## config.mk

```make
export PLATFORM = sky130hd
export DESIGN_NAME = spi_frame_ctrl
export DESIGN_NICKNAME = d
export VERILOG_FILES = /design/src/rtl/spi_frame_ctrl.sv
export SDC_FILE = /design/constraint.sdc
export NUM_CORES = 1
export LEC_CHECK = 0
export ABC_AREA = 1
export CAP_MARGIN = 20
export CORE_AREA = 2 2 81 83
export CTS_CLUSTER_DIAMETER = 50
export DETAILED_ROUTE_END_ITERATION = 8
export DIE_AREA = 0 0 83 85
export SYNTH_ARGS = -nofsm -noshare
export SYNTH_HDL_FRONTEND = slang
export SYNTH_SLANG_ARGS = --single-unit
```

## constraint.sdc

```tcl
create_clock -name sclk -period 3.5 [get_ports sclk]
set_input_delay 0.525 -clock sclk [delete_from_list [all_inputs] [get_ports sclk]]
set_output_delay 0.525 -clock sclk [all_outputs]
set_load 0.02 [all_outputs]
```

## src/rtl/spi_frame_ctrl.sv

```systemverilog
// SPI byte-level frame controller: address byte, then auto-incrementing
// register writes or MSB-first read-back, all on sclk.
//
// state     | meaning
// ST_ADDR   | collecting the address/command byte
// ST_WRITE  | each data byte strobes a write to ptr, ptr advances
// ST_READ   | shifting rd_data out on serial_out, ptr advances per byte
// ST_IGNORE | bad start address; discard everything until reset
module spi_frame_ctrl #(
  parameter int MAX_ADDR = 59,
  parameter int WR_LO    = 1,
  parameter int WR_HI    = 3
) (
  input  logic       sclk,
  input  logic       rstn,
  input  logic       serial_in,
  output logic       serial_out,
  input  logic [7:0] rd_data,
  output logic [6:0] rd_addr,
  output logic       wr_en,
  output logic [6:0] wr_addr,
  output logic [7:0] wr_data,
  output logic       frame_active,
  output logic       addr_err
);

  typedef enum logic [1:0] {
    ST_ADDR   = 2'd0,
    ST_WRITE  = 2'd1,
    ST_READ   = 2'd2,
    ST_IGNORE = 2'd3
  } state_t;

  localparam logic [6:0] MAX_A = 7'(MAX_ADDR);
  localparam logic [6:0] LO_A  = 7'(WR_LO);
  localparam logic [6:0] HI_A  = 7'(WR_HI);

  state_t     state_q, state_d;
  logic [2:0] bit_cnt_q, bit_cnt_d;
  // The eighth bit of a byte is serial_in itself, so only seven bits of history are kept.
  logic [6:0] rx_shift_q, rx_shift_d;
  logic [7:0] tx_shift_q, tx_shift_d;
  logic [6:0] ptr_q, ptr_d;
  logic       serial_out_q, serial_out_d;
  logic       wr_en_q, wr_en_d;
  logic [6:0] wr_addr_q, wr_addr_d;
  logic [7:0] wr_data_q, wr_data_d;
  logic       frame_active_q, frame_active_d;
  logic       addr_err_q, addr_err_d;

  logic       byte_done;
  logic [7:0] rx_byte;
  logic [6:0] ptr_next;

  assign byte_done = (bit_cnt_q == 3'd7);
  assign rx_byte   = {rx_shift_q, serial_in};
  assign ptr_next  = (ptr_q == MAX_A) ? 7'd1 : ptr_q + 7'd1;

  always_comb begin
    state_d      = state_q;
    bit_cnt_d    = bit_cnt_q + 3'd1;
    rx_shift_d   = rx_byte[6:0];
    tx_shift_d   = tx_shift_q;
    ptr_d        = ptr_q;
    serial_out_d = 1'b0;
    wr_en_d      = 1'b0;
    wr_addr_d    = wr_addr_q;
    wr_data_d    = wr_data_q;
    addr_err_d   = addr_err_q;

    case (state_q)
      ST_ADDR: begin
        if (byte_done) begin
          if ((rx_byte[6:0] == 7'd0) || (rx_byte[6:0] > MAX_A)) begin
            state_d    = ST_IGNORE;
            addr_err_d = 1'b1;
          end else begin
            ptr_d   = rx_byte[6:0];
            state_d = rx_byte[7] ? ST_WRITE : ST_READ;
          end
        end
      end
      ST_WRITE: begin
        if (byte_done) begin
          if ((ptr_q >= LO_A) && (ptr_q <= HI_A)) begin
            wr_en_d   = 1'b1;
            wr_addr_d = ptr_q;
            wr_data_d = rx_byte;
          end else begin
            addr_err_d = 1'b1;
          end
          ptr_d = ptr_next;
        end
      end
      ST_READ: begin
        // rd_data is sampled fresh at the first bit of every byte, after ptr has settled.
        if (bit_cnt_q == 3'd0) begin
          serial_out_d = rd_data[7];
          tx_shift_d   = {rd_data[6:0], 1'b0};
        end else begin
          serial_out_d = tx_shift_q[7];
          tx_shift_d   = {tx_shift_q[6:0], 1'b0};
        end
        if (byte_done) ptr_d = ptr_next;
      end
      default: ;
    endcase

    frame_active_d = (state_d != ST_ADDR);
  end

  always_ff @(posedge sclk or negedge rstn) begin
    if (!rstn) begin
      state_q        <= ST_ADDR;
      bit_cnt_q      <= 3'd0;
      rx_shift_q     <= 7'd0;
      tx_shift_q     <= 8'd0;
      ptr_q          <= 7'd1;
      serial_out_q   <= 1'b0;
      wr_en_q        <= 1'b0;
      wr_addr_q      <= 7'd0;
      wr_data_q      <= 8'd0;
      frame_active_q <= 1'b0;
      addr_err_q     <= 1'b0;
    end else begin
      state_q        <= state_d;
      bit_cnt_q      <= bit_cnt_d;
      rx_shift_q     <= rx_shift_d;
      tx_shift_q     <= tx_shift_d;
      ptr_q          <= ptr_d;
      serial_out_q   <= serial_out_d;
      wr_en_q        <= wr_en_d;
      wr_addr_q      <= wr_addr_d;
      wr_data_q      <= wr_data_d;
      frame_active_q <= frame_active_d;
      addr_err_q     <= addr_err_d;
    end
  end

  assign serial_out   = serial_out_q;
  assign rd_addr      = ptr_q;
  assign wr_en        = wr_en_q;
  assign wr_addr      = wr_addr_q;
  assign wr_data      = wr_data_q;
  assign frame_active = frame_active_q;
  assign addr_err     = addr_err_q;

endmodule
```

# Word level (Yosys, flattened, before mapping)
# Index checks and enable logic that the tools add are counted.
# word_totals
regBits	46
output_inout_bits	26
elab_cells	58
inputBits	11
# op_classes
n_addsub	2
order_cmp	3
n_eq_ne	10
muxes	20
n_reduce_logical	12
# ops
cell	count
$mux W7	4
$pmux W7 S2	1
$ne A2 B2 Y1 const B	5
$mux W1	9
$mux W2	4
$mux W8	1
$add A7 B1 Y7 const B	1
$eq A7 B6 Y1 const B	1
$ge A7 B1 Y1 const B	1
$gt A7 B6 Y1 const B	1
$le A7 B2 Y1 const B	1
$logic_not A7 Y1	1
$reduce_bool A2 Y1	3
$reduce_and A5 Y1	1
$reduce_and A4 Y1	1
$add A3 B1 Y3 const B	1
$eq A3 B3 Y1 const B	1
$logic_not A3 Y1	1
$reduce_and A3 Y1	1
$eq A2 B1 Y1 const B	1
$eq A2 B2 Y1 const B	1
$logic_not A2 Y1	1
$ne A2 B1 Y1 const B	1
$pmux W1 S2	1
3 further kinds	3

# Depth between registers and ports, before layout
# Gate-level depths: netlist (run 1).
# logic_depth
word_depth	6
depth_mapped	11
mapped_depth_nobuf	10

# Least setup slack after synthesis (run 1)
# OpenSTA, ideal clock, no wires.
# synth_timing
path_type	register -> register
startpoint	register ptr_q[0] (netlist: rd_addr[0])
endpoint	register wr_data_q[1] (netlist: wr_data[1])
path_slack_ns	1.925
n_path_buf	1
arrival_ns	1.459
period_less_slack_ns	1.575
path_stages_with_launch	8
path_cell_list	dfstp_2 -> ha_1 -> o22ai_2 -> nor2_2 -> nand2_4 -> buf_6 -> nand2_1 -> nand2_1
# synth_between
elab_chain_len	3
word_cells_on_any_way	4
cone_classes	order compare (2); reduce/logical (2)
# synth_lines
item	line_no	rtl
from (decl)	43	logic [6:0] ptr_q, ptr_d;
from (signal assigned)	130	ptr_q <= ptr_d;
$ge A7 B1 Y1 / $le A7 B2 Y1 (equally long branches)	85	if ((ptr_q >= LO_A) && (ptr_q <= HI_A)) begin
$logic_and A1 B1 Y1 (*)	85	
$reduce_and A3 Y1 (no line) (*)	n/a	
to (signal assigned)	134	wr_data_q <= wr_data_d;
to (decl)	47	logic [7:0] wr_data_q, wr_data_d;
# Every way passes the cells marked *; elsewhere a longest branch is shown, timed or not.
# A chain may end at the register's enable or synchronous reset.

# Worst setup path after layout (run 1)
# layout_timing
startpoint	register ptr_q[0] (netlist: rd_addr[0])
endpoint	output port rd_addr[0]
# layout_rtl
item	line_no	rtl
to (decl)	19	output logic [6:0] rd_addr,
# No word-level cell between the ends.

==> results.md, run 1 <==
- Post-CTS Hold Buffers: 0
- Critical path data required time: 2.97 ns
- Area share of the largest cell type after synthesis: 0.526
- Area Overhead vs Synth: 25.6%
- Post-CTS Resized: 0
- Fill count: 634
- Outcome: finished, final reports clean
- Sw frac: 0.313
- DR DRC count: 0
- Die area: 7060 sq um
- DRT iter0 DRCs: 39
- Net count reported at finish: 300
- Vias: 1615
- 1st-pass router iterations: 4
- Layout cells sized above 1: 0.0851
- Netlist cell types: 27
- Switching pwr: 0.000491 W
- Rel. slew slack: 0.357
- Pwr/cell area: 597 nW/um^2
- Final setup margin: 1.43 ns
- Post-Syn Area per Cell: 8.61 sq um
- Total clock sinks: 45
- Initial antenna violation count: 0
- RSZ-0062 raised after global routing: no
- Syn Std Cell Area: 2090 sq um
- Slowest cell on crit path: dfstp_2
- Crit path kind: reg2out
- Core ar.: 6200 sq um
- Crit path DAT: 1.55 ns
- Max-cap check violation count: 0
- IO Count: 37
- First-pass GRT wire length: 7200 microns
- Min-Delay Path Class: in2async
- TritonCTS Buffers: 5
- Max Root-Sink Buffers: 2
- Clock root buffer: clkbuf_8
- Max-slew violations: 0
- Clock share of power: 0.294
- Final Wtd Congestion: 0.766
- Skew final: 0.00310 ns
- Mapped Cells: 243
- Final Critical Period: 2.07 ns
- Sequential share of power: 0.445
- Max Used Layer: met4
- Worst path bufs/invs: 1
- Syn Nets: 262
- Setup crit end kind: output pin
- Vias per cell: 4.50
- FMAX: 0.482 GHz
- CTS tree: yes
- P_int: 0.00108 W
- Synth top area cells: dfrtp_1, nand2_1, inv_1
- Diode count: 0
- Startpoint types: register
- Worst-path clk slew: 0.09 ns
- Die X: 83 microns
- Crit Path Max Fanout: 9
- Most area-hungry cell type in the Yosys netlist: dfrtp_1
- Tot GR Track Use: 0.123
- Rows: 29
- Worst Tran Pin Value: 0.965 ns
- Starting Density: 0.337
- Slowest stage delay, CP: 0.63 ns
- IR drop worst, VDD: 0.254 mV
- I/O Buffers: 36
- Drt wl/cell: 11.2 microns
- Total negative slack: 0 ns
- Die height: 85 microns
- Met3 WL: 141 microns
- Worst-path cell chain: clkdlybuf4s50_1
- Clk Latency, worst-skew pair: 0.29 ns
- Pre-CTS setup slack: 1.59 ns
- Vias in the first global route: 1637
- CP delay by family, top: flip-flops
- Antenna Nets Post-Route: 0
- Total wire length: 4020 microns
- Fin. Hold Viols: 0
- Crit share post-route: 0.593
- Ys Warns: 0
- Yosys reg bits: 45
- Total grt overflow: 0
- Sequential share of the synthesized area: 0.539
- Pin count of the biggest net entering global routing: 46
- Dpl hpwl: 2820 microns
- Pleak: 1.30 nW
- H-tree depth reported by CTS: 2
- Metal-1 WL: 2060 microns
- Met2 wire length: 1740 microns
- Post-CTS setup repair buffer count: 0
- Combinational share of power: 0.262
- Final setup viols: 0
power groups by stage:
stage	Clock, W	Combinational [W]	Sequential [W]
4_1_cts	0.000472	0.000415	0.000697
3_3_place_gp	0	0.000409	0.000705
5_1_grt	0.000499	0.000464	0.000712
6_report	0.000460	0.000410	0.000697
3_5_place_dp	0	0.000414	0.000705
2_1_floorplan	0	0.000220	0.000740
flip-flops by register name (all words and copies together) (netlist names):
| name | cells |
|---|---|
| rx_shift_q | 7 |
| wr_en | 1 |
| serial_out | 1 |
| frame_active | 1 |
| rd_addr | 7 |
| tx_shift_q | 7 |
| bit_cnt_q | 3 |
| state_q | 2 |
| wr_data | 8 |
| wr_addr | 7 |
| addr_err | 1 |
kinds of logic after synthesis:
logic type	Yosys count	share of synthesized area
AND/OR/NAND/NOR	130	0.262
adder cells (fa/ha/maj)	8	0.0478
buffers and inverters	37	0.0825
AO/OA/AOI/OAI	22	0.0646
flip-flops	45	0.539
XOR/XNOR	1	0.00419
worst paths after layout:
check                                    from             to  slack (ns)  cells after the start
max in group asynchronous                rstn     wr_addr[2]        2.52                      1
worst max register to register     rd_addr[0]     wr_data[1]        1.78                      7
worst min-delay path                     rstn  tx_shift_q[1]        0.38                      1
worst max-delay path               rd_addr[0]     rd_addr[0]        1.43                      1
min in group sclk               rx_shift_q[5]  rx_shift_q[6]        0.42                      0
worst min register to register  rx_shift_q[5]  rx_shift_q[6]        0.42                      0
cell usage after synthesis:
master     n
nand2_1   81
dfrtp_1   44
inv_1     29
nor2_1    22
nand3_1   12
ha_1       8
o21ai_0    7
nand2_2    6
a31oi_1    5
nand4_1    4
a21oi_1    3
buf_6      2
clkbuf_1   2
inv_2      2
nand3b_1   2
o21ai_1    2
o21ai_2    2
and2_1     1
buf_12     1
dfstp_2    1
inv_4      1
nand2_4    1
nor2_2     1
o21bai_1   1
o22ai_1    1
o22ai_2    1
xor2_1     1
metrics by stage:
step | total power (W) | instances | util | hold slack [ns] | area, sq um
finish | 0.00157 | 359 | 0.423 | 0.381 | 2630
global route | 0.00167 | 359 | 0.423 | 0.452 | 2630
CTS | 0.00158 | 359 | 0.423 | 0.421 | 2630
detailed placement | 0.00112 | 351 | 0.402 | 0.403 | 2490
global placement | 0.00111 | 351 | 0.402 | 0.397 | 2490
floorplan | 0.000960 | 243 | - | 0.229 | 2090
cells in the final DEF, fill, tap and decap left out, drive strengths merged:
master and instances:
nand2 88, dfrtp 44, clkdlybuf4s50 35, inv 32, nor2 23, nand3 12
o21ai 11, ha 8, a31oi 5, clkbuf 5, nand4 4, a21oi 3
nand3b 2, bufinv 2, o22ai 2, o21bai 1, and2 1, xor2 1
clkinv 1, buf 1, dfstp 1
layer usage:
layer,vias up,global-route usage
li1,829,-
met1,748,0.166
met3,7,0.0253
met4,0,0.0596
met2,31,0.191
met5,-,0
area by class of cell:
class	count	area (sq um)	share of cell area
clock inverter	3	65.1	0.0248
inverter	32	123	0.0467
timing repair buffer	36	355	0.135
sequential	45	1130	0.429
multi-input combinational	161	792	0.301
tap	77	96.3	0.0367
clock buffer	5	68.8	0.0262
(Power assumes the default switching activity.)
==> inputs of run 2 (changes only) <==
- clock period: 3.5 -> 1.95 ns (I/O delays scaled with it)
==> results.md, run 2 (synthesized netlist as in run 1, its figures left out) <==
- Outcome: finished, final reports clean
- Pwr/cell area: 986 nW/um^2 (+65%)
- Final Wtd Congestion: 0.813 (+6.1%)
- Diode count: 0 (unchanged)
- CP delay by family, top: buffers and inverters
- IR drop worst, VDD: 0.371 mV (+46%)
- Hold depth: 0
- Core ar.: 6200 sq um (unchanged)
- Reg2reg path depth: 7 (unchanged)
- Largest register FFs: 8 (unchanged)
- First-pass GRT wire length: 7220 microns (+0.29%)
- Worst Setup SP: rd_addr[0]
- Die area: 7060 sq um (unchanged)
- Worst-path clk slew: 0.09 ns (about the same)
- Final Critical Period: 1.84 ns
- Register-to-Register Setup Slack: 0.24 ns (-1.54 ns)
- Rel. slew slack: 0.670 (+0.314)
- Skew final: 0.0117 ns (+0.00860 ns)
- Area Overhead vs Synth: 25.2%
- Vias per cell: 4.50 (about the same)
- Vias: 1633 (+1.1%)
- Dpl hpwl: 3020 microns (+7.0%)
- Initial antenna violation count: 0 (unchanged)
- Pre-CTS setup slack: 0.246 ns (-1.35 ns)
- Crit share post-route: 0.943
- Reg area: 1130 sq um (unchanged)
- Pleak: 1.29 nW (-0.34%)
- Tot GR Track Use: 0.125 (+0.00200)
- Drt wl/cell: 11.1 microns (-0.63%)
- Pin count of the biggest net entering global routing: 23 (-50%)
- Multi-input gate area: 792 sq um (unchanged)
- RSZ-0062 raised after global routing: no
- DRT iter0 DRCs: 59 (+51%)
- Rows: 29 (unchanged)
- Net count reported at finish: 304 (+1.3%)
- Fill count: 616 (-2.8%)
- Post-CTS Resized: 0 (unchanged)
- Fin util: 0.422 (-0.00121)
- Worst Tran Pin Value: 0.495 ns (-0.470 ns)
- Crit path kind: reg2out
- Layout cells sized above 1: 0.0909 (+0.00580)
- Post-CTS setup repair buffer count: 0 (unchanged)
- Worst Hold End: rx_shift_q[6]
- Setup crit end kind: output pin
- Max-cap check violation count: 0 (unchanged)
- Final setup margin: 0.111 ns (-1.31 ns)
- Crit path DAT: 1.55 ns (about the same)
- Worst flop-to-flop path startpoint: rd_addr[0]
- Placed cell count: 354 (+0.85%)
- Total clock sinks: 45 (unchanged)
- I/O Buffers: 36 (unchanged)
- Final Non-Filler Cells: 363 (+1.1%)
- Antenna Nets Post-Route: 0 (unchanged)
- Slowest stage delay, CP: 0.63 ns (about the same)
- Fin. Hold Viols: 0 (unchanged)
- Total grt overflow: 0 (unchanged)
- Crit Path Max Fanout: 9 (unchanged)
- Total negative slack: 0 ns (unchanged)
- Startpoint types: register
- WP depth: 1 (unchanged)
- Most common cell after layout, fill and taps aside: nand2_1
- CTS tree: yes
- Min-Delay Path Class: reg2reg
- Worst path bufs/invs: 1 (unchanged)
- Max-slew violations: 0 (unchanged)
- Reg-to-Reg End: wr_data[0]
- Total wire length: 4040 microns (+0.47%)
- FMAX: 0.544 GHz
- IO Count: 37 (unchanged)
- Max Root-Sink Buffers: 2 (unchanged)
- Critical path data required time: 1.66 ns (-1.31 ns)
- Commonest non-fill, non-tap cells in the layout: nand2_1, dfrtp_1, clkdlybuf4s50_1, inv_1, nor2_1
- DR DRC count: 0 (unchanged)
- Worst-path cell chain: clkdlybuf4s50_1
- Starting Density: 0.337 (unchanged)
- Vias in the first global route: 1605 (-2.0%)
- Final setup viols: 0 (unchanged)
- H-tree depth reported by CTS: 2 (unchanged)
- Clk Latency, worst-skew pair: 0.30 ns (about the same)
- Hold wc startpoint: rx_shift_q[5]
- 1st-pass router iterations: 5 (+1)
- Die X: 83 microns (unchanged)
- TritonCTS Buffers: 5 (unchanged)
- Slowest cell on crit path: clkdlybuf4s50_1
- Die height: 85 microns (unchanged)
- Clock root buffer: clkbuf_8
run 2: area by class of cell:
type	count	area share
timing repair buffer	40	0.148
inverter	32	0.0468
tap	77	0.0368
sequential	45	0.430
clock buffer	7	0.0330
clock inverter	1	0.00287
multi-input combinational	161	0.302
run 2: timing repair:
action	in CTS	in global routing
setup endpoints to repair	0	0
hold buffers	1	0
endpoints found under the hold margin	19	0
run 2: worst max path at each step:
stage,endpoint,slack [ns]
finish,rd_addr[0],0.11
global route,rd_addr[0],0.04
CTS,rd_addr[0],0.09
detailed placement,wr_data[0],0.25
global placement,wr_data[0],0.28
floorplan,wr_data[1],0.37
run 2: power breakdown:
part	internal [W]	switching (W)	leakage (nW)
clock network	0.000288	0.000304	0.0445
registers	0.00109	0.000163	0.553
logic	0.000341	0.000400	0.696
total	0.00172	0.000868	1.29
run 2: per-layer routing:
layer | up-vias | GRT usage | part of all wire
met2 | 36 | 0.200 | 0.44
met3 | 6 | 0.0331 | 0.042
met1 | 755 | 0.167 | 0.50
met4 | 0 | 0.0402 | 0.013
li1 | 836 | - | -
met5 | - | 0 | 0
run 2: metrics by stage:
stage               hold slack [ns]  area [sq um]  power (W)
finish                        0.413          2620    0.00258
detailed placement            0.296          2520    0.00201
floorplan                  -0.00309          2090    0.00172
global placement              0.292          2520    0.00200
CTS                           0.423          2620    0.00262
global route                  0.441          2620    0.00277
==> inputs of run 3 (changes only) <==
- SKIP_CTS_REPAIR_TIMING: default -> 1
==> results of run 3 <==
Same layout as run 2: the final DEF is identical, and so are final timing and power.
